**config.mk**
```make
export PLATFORM = sky130hd
export DESIGN_NAME = smoldvi_tmds_encode_rd_flat
export DESIGN_NICKNAME = d
export VERILOG_FILES = /design/src/rtl/smoldvi_tmds_encode_rd_if.sv /design/src/rtl/smoldvi_tmds_encode_rd.sv /design/src/flat_wrapper.sv
export SDC_FILE = /design/constraint.sdc
export NUM_CORES = 1
export LEC_CHECK = 0
export CAP_MARGIN = 20
export CORE_MARGIN = 2
export CORE_UTILIZATION = 25
export CTS_CLUSTER_DIAMETER = 40
export CTS_CLUSTER_SIZE = 12
export DETAILED_ROUTE_END_ITERATION = 7
export PLACE_DENSITY = 0.54
export SYNTH_ARGS = -nofsm -noshare
export SYNTH_HDL_FRONTEND = slang
export SYNTH_SLANG_ARGS = --single-unit
```
**constraint.sdc**
```tcl
create_clock -name clk -period 11.3 [get_ports clk]
set_input_delay 1.13 -clock clk [delete_from_list [all_inputs] [get_ports clk]]
set_output_delay 1.13 -clock clk [all_outputs]
set_load 0.01 [all_outputs]
```
**src/rtl/smoldvi_tmds_encode_rd_if.sv**
```systemverilog
// ---------------------------------------------------------------------------
// smoldvi_tmds_encode_rd_if
//
// Pixel-side bundle between the timing generator and the TMDS encoder, plus
// the encoded symbols heading to the 10:1 serialisers.
//
//   d    [8*N_CHAN-1:0]   pixel data, lane k = d[8k+7:8k]
//   c    [2*N_CHAN-1:0]   control bits, lane k = c[2k+1:2k] as {c1,c0}
//   den                   data enable shared by all lanes (1 = pixel data)
//   q    [10*N_CHAN-1:0]  TMDS symbols, lane k = q[10k+9:10k], bit 0 sent first
//
// master : the side producing pixels (timing generator / testbench)
// slave  : the encoder
// ---------------------------------------------------------------------------
interface smoldvi_tmds_encode_rd_if #(
  parameter int N_CHAN = 3
);
  logic [8*N_CHAN-1:0]  d;
  logic [2*N_CHAN-1:0]  c;
  logic                 den;
  logic [10*N_CHAN-1:0] q;

  modport master (
    output d,
    output c,
    output den,
    input  q
  );

  modport slave (
    input  d,
    input  c,
    input  den,
    output q
  );
endinterface

```
**src/rtl/smoldvi_tmds_encode_rd.sv**
```systemverilog
// ---------------------------------------------------------------------------
// smoldvi_tmds_encode_rd
//
// Multi-lane DVI TMDS encoder: full 8b/10b transition-minimising encoding
// with an independent running-disparity counter per lane. Two pipeline
// stages, fixed latency of two cycles, one symbol per lane per cycle.
//
//   Stage 1 : popcount of the pixel, XOR/XNOR chain -> q_m[8:0];
//             den and c are delayed alongside q_m.
//   Stage 2 : popcount of q_m[7:0], DC-balance decision against cnt,
//             registered symbol q and updated cnt. Control cycles emit
//             one of four fixed tokens and clear cnt.
//
// Ports
//   clk    in   pixel clock
//   rst_n  in   asynchronous, active-low reset (clears both stages and cnt)
//   bus    slave modport of smoldvi_tmds_encode_rd_if (d, c, den in; q out)
//
// Parameters
//   N_CHAN number of independent lanes (>= 1); must match the interface.
// ---------------------------------------------------------------------------
module smoldvi_tmds_encode_rd #(
  parameter int N_CHAN = 3
) (
  input  logic                     clk,
  input  logic                     rst_n,
  smoldvi_tmds_encode_rd_if.slave  bus
);

  // -------------------------------------------------------------------------
  // Helpers
  // -------------------------------------------------------------------------

  // Number of set bits in a byte, 0..8.
  function automatic logic [3:0] popcount8(input logic [7:0] v);
    logic [3:0] acc;
    acc = 4'd0;
    for (int i = 0; i < 8; i++) begin
      acc = acc + {3'b000, v[i]};
    end
    return acc;
  endfunction

  // Transition-minimising stage: chain each bit onto the previous output
  // bit with XOR, or XNOR when the byte is ones-heavy (ties broken on
  // d[0]). Bit 8 records which operator was used (1 = XOR).
  function automatic logic [8:0] transition_min(input logic [7:0] v);
    logic [3:0] ones;
    logic       use_xnor;
    logic [8:0] qm;
    ones     = popcount8(v);
    use_xnor = (ones > 4'd4) || ((ones == 4'd4) && !v[0]);
    qm       = 9'd0;
    qm[0]    = v[0];
    for (int i = 1; i < 8; i++) begin
      qm[i] = use_xnor ? ~(qm[i-1] ^ v[i]) : (qm[i-1] ^ v[i]);
    end
    qm[8] = ~use_xnor;
    return qm;
  endfunction

  // Control-period tokens, selected by {c1,c0}.
  function automatic logic [9:0] ctrl_token(input logic [1:0] cc);
    logic [9:0] tok;
    case (cc)
      2'b00:   tok = 10'b1101010100;
      2'b01:   tok = 10'b0010101011;
      2'b10:   tok = 10'b0101010100;
      default: tok = 10'b1010101011;
    endcase
    return tok;
  endfunction

  // Packed symbol bus assembled from the per-lane registers.
  logic [10*N_CHAN-1:0] q_all;

  assign bus.q = q_all;

  // -------------------------------------------------------------------------
  // Per-lane datapath. Lanes share only clk, rst_n and den.
  // -------------------------------------------------------------------------
  generate
    for (genvar gi = 0; gi < N_CHAN; gi++) begin : g_lane

      // Lane slices of the input bus.
      logic [7:0]        d_lane;
      logic [1:0]        c_lane;

      // Stage-1 state.
      logic [8:0]        qm_reg;
      logic              den_d_reg;
      logic [1:0]        c_d_reg;
      logic [8:0]        qm_next;

      // Stage-2 state and its combinational inputs.
      logic [9:0]        q_reg;
      logic [9:0]        q_next;
      logic signed [4:0] cnt_reg;
      logic signed [4:0] cnt_next;

      // Stage-2 working values. One extra bit of headroom so an illegal
      // excursion is visible to the range check rather than wrapping.
      logic [3:0]        n1q;
      logic signed [5:0] bal;       // n1q - n0q, always even, -8..+8
      logic signed [5:0] cnt_ext;
      logic signed [5:0] cnt_calc;
      logic              qm8;

      assign d_lane = bus.d[8*gi +: 8];
      assign c_lane = bus.c[2*gi +: 2];

      // ---------------- stage 1 ----------------
      assign qm_next = transition_min(d_lane);

      always_ff @(posedge clk or negedge rst_n) begin
        if (!rst_n) begin
          qm_reg    <= 9'd0;
          den_d_reg <= 1'b0;
          c_d_reg   <= 2'b00;
        end else begin
          qm_reg    <= qm_next;
          den_d_reg <= bus.den;
          c_d_reg   <= c_lane;
        end
      end

      // ---------------- stage 2 ----------------
      always_comb begin
        n1q      = popcount8(qm_reg[7:0]);
        // 2*n1q - 8 equals n1q - n0q since n0q = 8 - n1q.
        bal      = $signed({1'b0, n1q, 1'b0}) - 6'sd8;
        cnt_ext  = $signed({cnt_reg[4], cnt_reg});
        qm8      = qm_reg[8];
        q_next   = 10'd0;
        cnt_calc = 6'sd0;

        if (!den_d_reg) begin
          // Control period: fixed token, disparity restarts from zero.
          q_next   = ctrl_token(c_d_reg);
          cnt_calc = 6'sd0;
        end else if ((cnt_reg == 5'sd0) || (bal == 6'sd0)) begin
          // No accumulated bias, or a balanced word: bit 9 simply
          // complements bit 8, and the payload is inverted when XNOR
          // was used so the decoder can tell the two cases apart.
          q_next = {~qm8, qm8, (qm8 ? qm_reg[7:0] : ~qm_reg[7:0])};
          if (qm8) begin
            cnt_calc = cnt_ext + bal;
          end else begin
            cnt_calc = cnt_ext - bal;
          end
        end else if ((!cnt_reg[4] && (bal > 6'sd0)) ||
                     ( cnt_reg[4] && (bal < 6'sd0))) begin
          // Word would push the bias further the same way: invert it.
          q_next   = {1'b1, qm8, ~qm_reg[7:0]};
          cnt_calc = cnt_ext + (qm8 ? 6'sd2 : 6'sd0) - bal;
        end else begin
          // Word already pulls the bias back toward zero: send as is.
          q_next   = {1'b0, qm8, qm_reg[7:0]};
          cnt_calc = cnt_ext - (qm8 ? 6'sd0 : 6'sd2) + bal;
        end

        cnt_next = cnt_calc[4:0];
      end

      always_ff @(posedge clk or negedge rst_n) begin
        if (!rst_n) begin
          q_reg   <= 10'd0;
          cnt_reg <= 5'sd0;
        end else begin
          q_reg   <= q_next;
          cnt_reg <= cnt_next;
        end
      end

      assign q_all[10*gi +: 10] = q_reg;

      // The balancing rules keep cnt even and within +/-8; anything else
      // means the decision logic is broken.
      a_cnt_range : assert property (
        @(posedge clk) disable iff (!rst_n)
          (cnt_calc >= -6'sd8) && (cnt_calc <= 6'sd8) && !cnt_calc[0]
      );

    end : g_lane
  endgenerate

endmodule

```
**src/flat_wrapper.sv**
```systemverilog
// flat-port wrapper written by rule: the top's interface ports become plain ports
module smoldvi_tmds_encode_rd_flat 
#(
  parameter int N_CHAN = 3
)
  (clk, rst_n, bus_d, bus_c, bus_den, bus_q);
  smoldvi_tmds_encode_rd_if #(.N_CHAN(N_CHAN)) bus_i ();
  input  logic clk;
  input  logic rst_n;
  input wire logic [$bits(bus_i.d)-1:0] bus_d;
  input wire logic [$bits(bus_i.c)-1:0] bus_c;
  input wire logic [$bits(bus_i.den)-1:0] bus_den;
  output wire logic [$bits(bus_i.q)-1:0] bus_q;
  assign bus_i.d = bus_d;
  assign bus_i.c = bus_c;
  assign bus_i.den = bus_den;
  assign bus_q = bus_i.q;
  smoldvi_tmds_encode_rd #(.N_CHAN(N_CHAN)) u_core (.clk(clk), .rst_n(rst_n), .bus(bus_i));
endmodule
```
==> impl_metrics.ini <==
[clock_network]
cts-root-buf = clkbuf_16
holdBufCountCts = 0
cts_buffers = 9
post_cts_resize_count = 0
h-tree-depth = 3
cts_tree = built
cts.sinks = 76
clkSlewWorstSetupHoldPaths_ns = 0.06
postCtsSetupRepairBufs = 0
insertion_delay_ns = 0.35
clock_path_buffers = 2

[floorplan]
ios = 63
std_cell_rows = 57
dieArea_sq_mm = 0.02559
core_sq_mm = 0.02411
die_y_um = 160.0
die_w_um = 160.0
start_util_pct = 25.23

[route]
routed_wl_mm = 11.75
dr.pass1.iters = 4
drt_iter0_markers = 104
avgRoutedWirePerCell_um = 12.11
viasPerCell = 4.002
drc = 0
drtAntennaViolNets = 0
num_vias = 3882

[timing]
skew_ns = 0.006869
max_freq_mhz = 210.6
slew-limit-headroom_pct = 36.61
fin_tns_setup_ns = 0
grt_setup_unrepaired = no
min_period_over_period_pct = 42.02
final_max_slew_viol_count = 0
final.min_clock_period_ns = 4.749
setup_violations = 0
hold_viol = 0
tightest_slew_ns = 0.9508
fin_hold_ws_ns = 0.5797

[placed_design]
place_congestion = 0.7586
hpwl_mm = 9.397
placed_area_sq_mm = 0.007034
post-place-cells = 954
portBuffers = 62

[layout]
fillerInstances = 2552
layout_common_cells = inv_1 (113), dfrtp_1 (76), ha_1 (75)
n_antenna_cell = 0
area_growth_pct = 21.13
largest_reg_flops = 30
layout_commonest_cell = inv_1
instances_no_fill = 970
layout-drive-gt1-share_pct = 6.656
design_area_sq_mm = 0.007367
nNetsFinal = 788

[worst_setup_path]
worstPathMaxFanout = 9
endpoint = u_core.g_lane[1].q_reg[4]$_DFF_PN0_
worstRegToRegCells = 15
ff2ff_setup_slack_ns = 6.55
critPathArrivalTime_ns = 4.95
path_class = flip-flop to flip-flop
critPathLaunch = u_core.g_lane[1].qm_reg[0]$_DFF_PN0_
r2r-start = u_core.g_lane[1].qm_reg[0]$_DFF_PN0_
r2r-end = u_core.g_lane[1].q_reg[4]$_DFF_PN0_
start_kind = flip-flop
cp.required_ns = 11.50
end_kind = flip-flop

[logic_synthesis]
synth_edf_count = 0
netlist_top_cells_area = dfrtp_1 (31%), ha_1 (15%), fa_1 (13%)
ys_types = 51
async_flop_share_pct = 100.0
synth_top_area_share_pct = 31.27
ys_seq_area_share_pct = 31.27
syn_nets = 726
yosys_warnings = 0
synth-seq-cells = 76
syn_area_sq_mm = 0.006082
synthFlopType = dfrtp_1
yosysTopAreaCell = dfrtp_1
syn_avg_cell_area_sq_um = 10.50
syn_inst = 579

[global_routing]
grt_pass1_vias = 4177
grt_use_total_pct = 9.988
grt_max_degree = 77
antenna_found_initial = 0
grt_pass1_wl_mm = 20.59
gr-total-overflow = 0

[hold_path]
hold_path.class = flip-flop to flip-flop

[run_status]
status = completed

[flow_run]
max_cap_violations = 0
worst max-delay path, cell delays in order, from the launching register on:
cell,delay [ns]
dfrtp_1,0.40
ha_1,0.29
inv_1,0.05
fa_1,0.50
fa_1,0.51
fa_1,0.45
inv_1,0.08
fa_1,0.17
xor2_1,0.45
inv_1,0.10
ha_1,0.31
a211oi_1,0.43
a21oi_2,0.19
mux2i_4,0.39
xnor2_1,0.17
a21oi_1,0.10
kinds of logic after synthesis:
group	after synthesis	synth area share (%)
fa+ha+maj	114	28.27
flops	76	31.27
buf+inv	125	8.270
simple gates	80	6.830
xor+xnor	80	12.73
compound gates	91	10.02
mux	13	2.613
worst min path at each step:
stage / startpoint / end / slack (ns) / depth (start not counted)
final: u_core.g_lane[1].qm_reg[1]$_DFF_PN0_ / u_core.g_lane[1].q_reg[1]$_DFF_PN0_ / 0.58 / 2
after global routing: u_core.g_lane[1].qm_reg[1]$_DFF_PN0_ / u_core.g_lane[1].q_reg[1]$_DFF_PN0_ / 0.62 / 2
after CTS: u_core.g_lane[1].qm_reg[1]$_DFF_PN0_ / u_core.g_lane[1].q_reg[1]$_DFF_PN0_ / 0.59 / 2
after detailed placement: u_core.g_lane[1].qm_reg[1]$_DFF_PN0_ / u_core.g_lane[1].q_reg[1]$_DFF_PN0_ / 0.58 / 2
after global placement: u_core.g_lane[1].qm_reg[1]$_DFF_PN0_ / u_core.g_lane[1].q_reg[1]$_DFF_PN0_ / 0.58 / 2
after floorplan: u_core.g_lane[0].qm_reg[2]$_DFF_PN0_ / u_core.g_lane[0].q_reg[2]$_DFF_PN0_ / 0.55 / 2
Yosys cell counts (all sizes together) (3+ instances only):
master / number
buf: 5
nand4: 4
a211oi: 11
nand2b: 4
fa: 39
dfrtp: 76
nor3b: 5
o21ai: 8
or4: 3
inv: 113
nor2b: 3
a31oi: 3
xnor2: 67
a21oi: 42
and2: 4
o211ai: 4
clkbuf: 7
mux2: 3
mux2i: 10
nor3: 6
nor2: 30
xor2: 12
ha: 75
nand3: 5
nand2: 9
a21o: 13
metrics by stage:
| step | setup slack (ns) | util, % |
|---|---|---|
| CTS | 6.545 | 30.56 |
| global placement | 6.265 | 29.18 |
| floorplan | 6.811 | - |
| detailed placement | 6.194 | 29.18 |
| finish | 6.551 | 30.56 |
| global route | 6.242 | 30.56 |
routing by layer:
layer  track usage, %  part of all wire [%]  wire [um]
met3            2.727                   4.0        467
met5                0                     0          0
met1            13.19                    48       5667
met2            15.98                    46       5459
met4            3.071                   1.3        153
area by class of cell:
class / count / area, sq um / share of cell area, %
multi-input cells: 378 / 3677 / 49.92
flip-flops and latches: 76 / 1902 / 25.82
repair buffers: 63 / 625.6 / 8.492
inverters: 113 / 424.2 / 5.757
well taps: 324 / 405.4 / 5.503
clock buffers: 10 / 239.0 / 3.244
clock inverters: 6 / 93.84 / 1.274
Power is not shown: default switching activity piles up to over one toggle a cycle in this logic, so the estimate is an artifact.
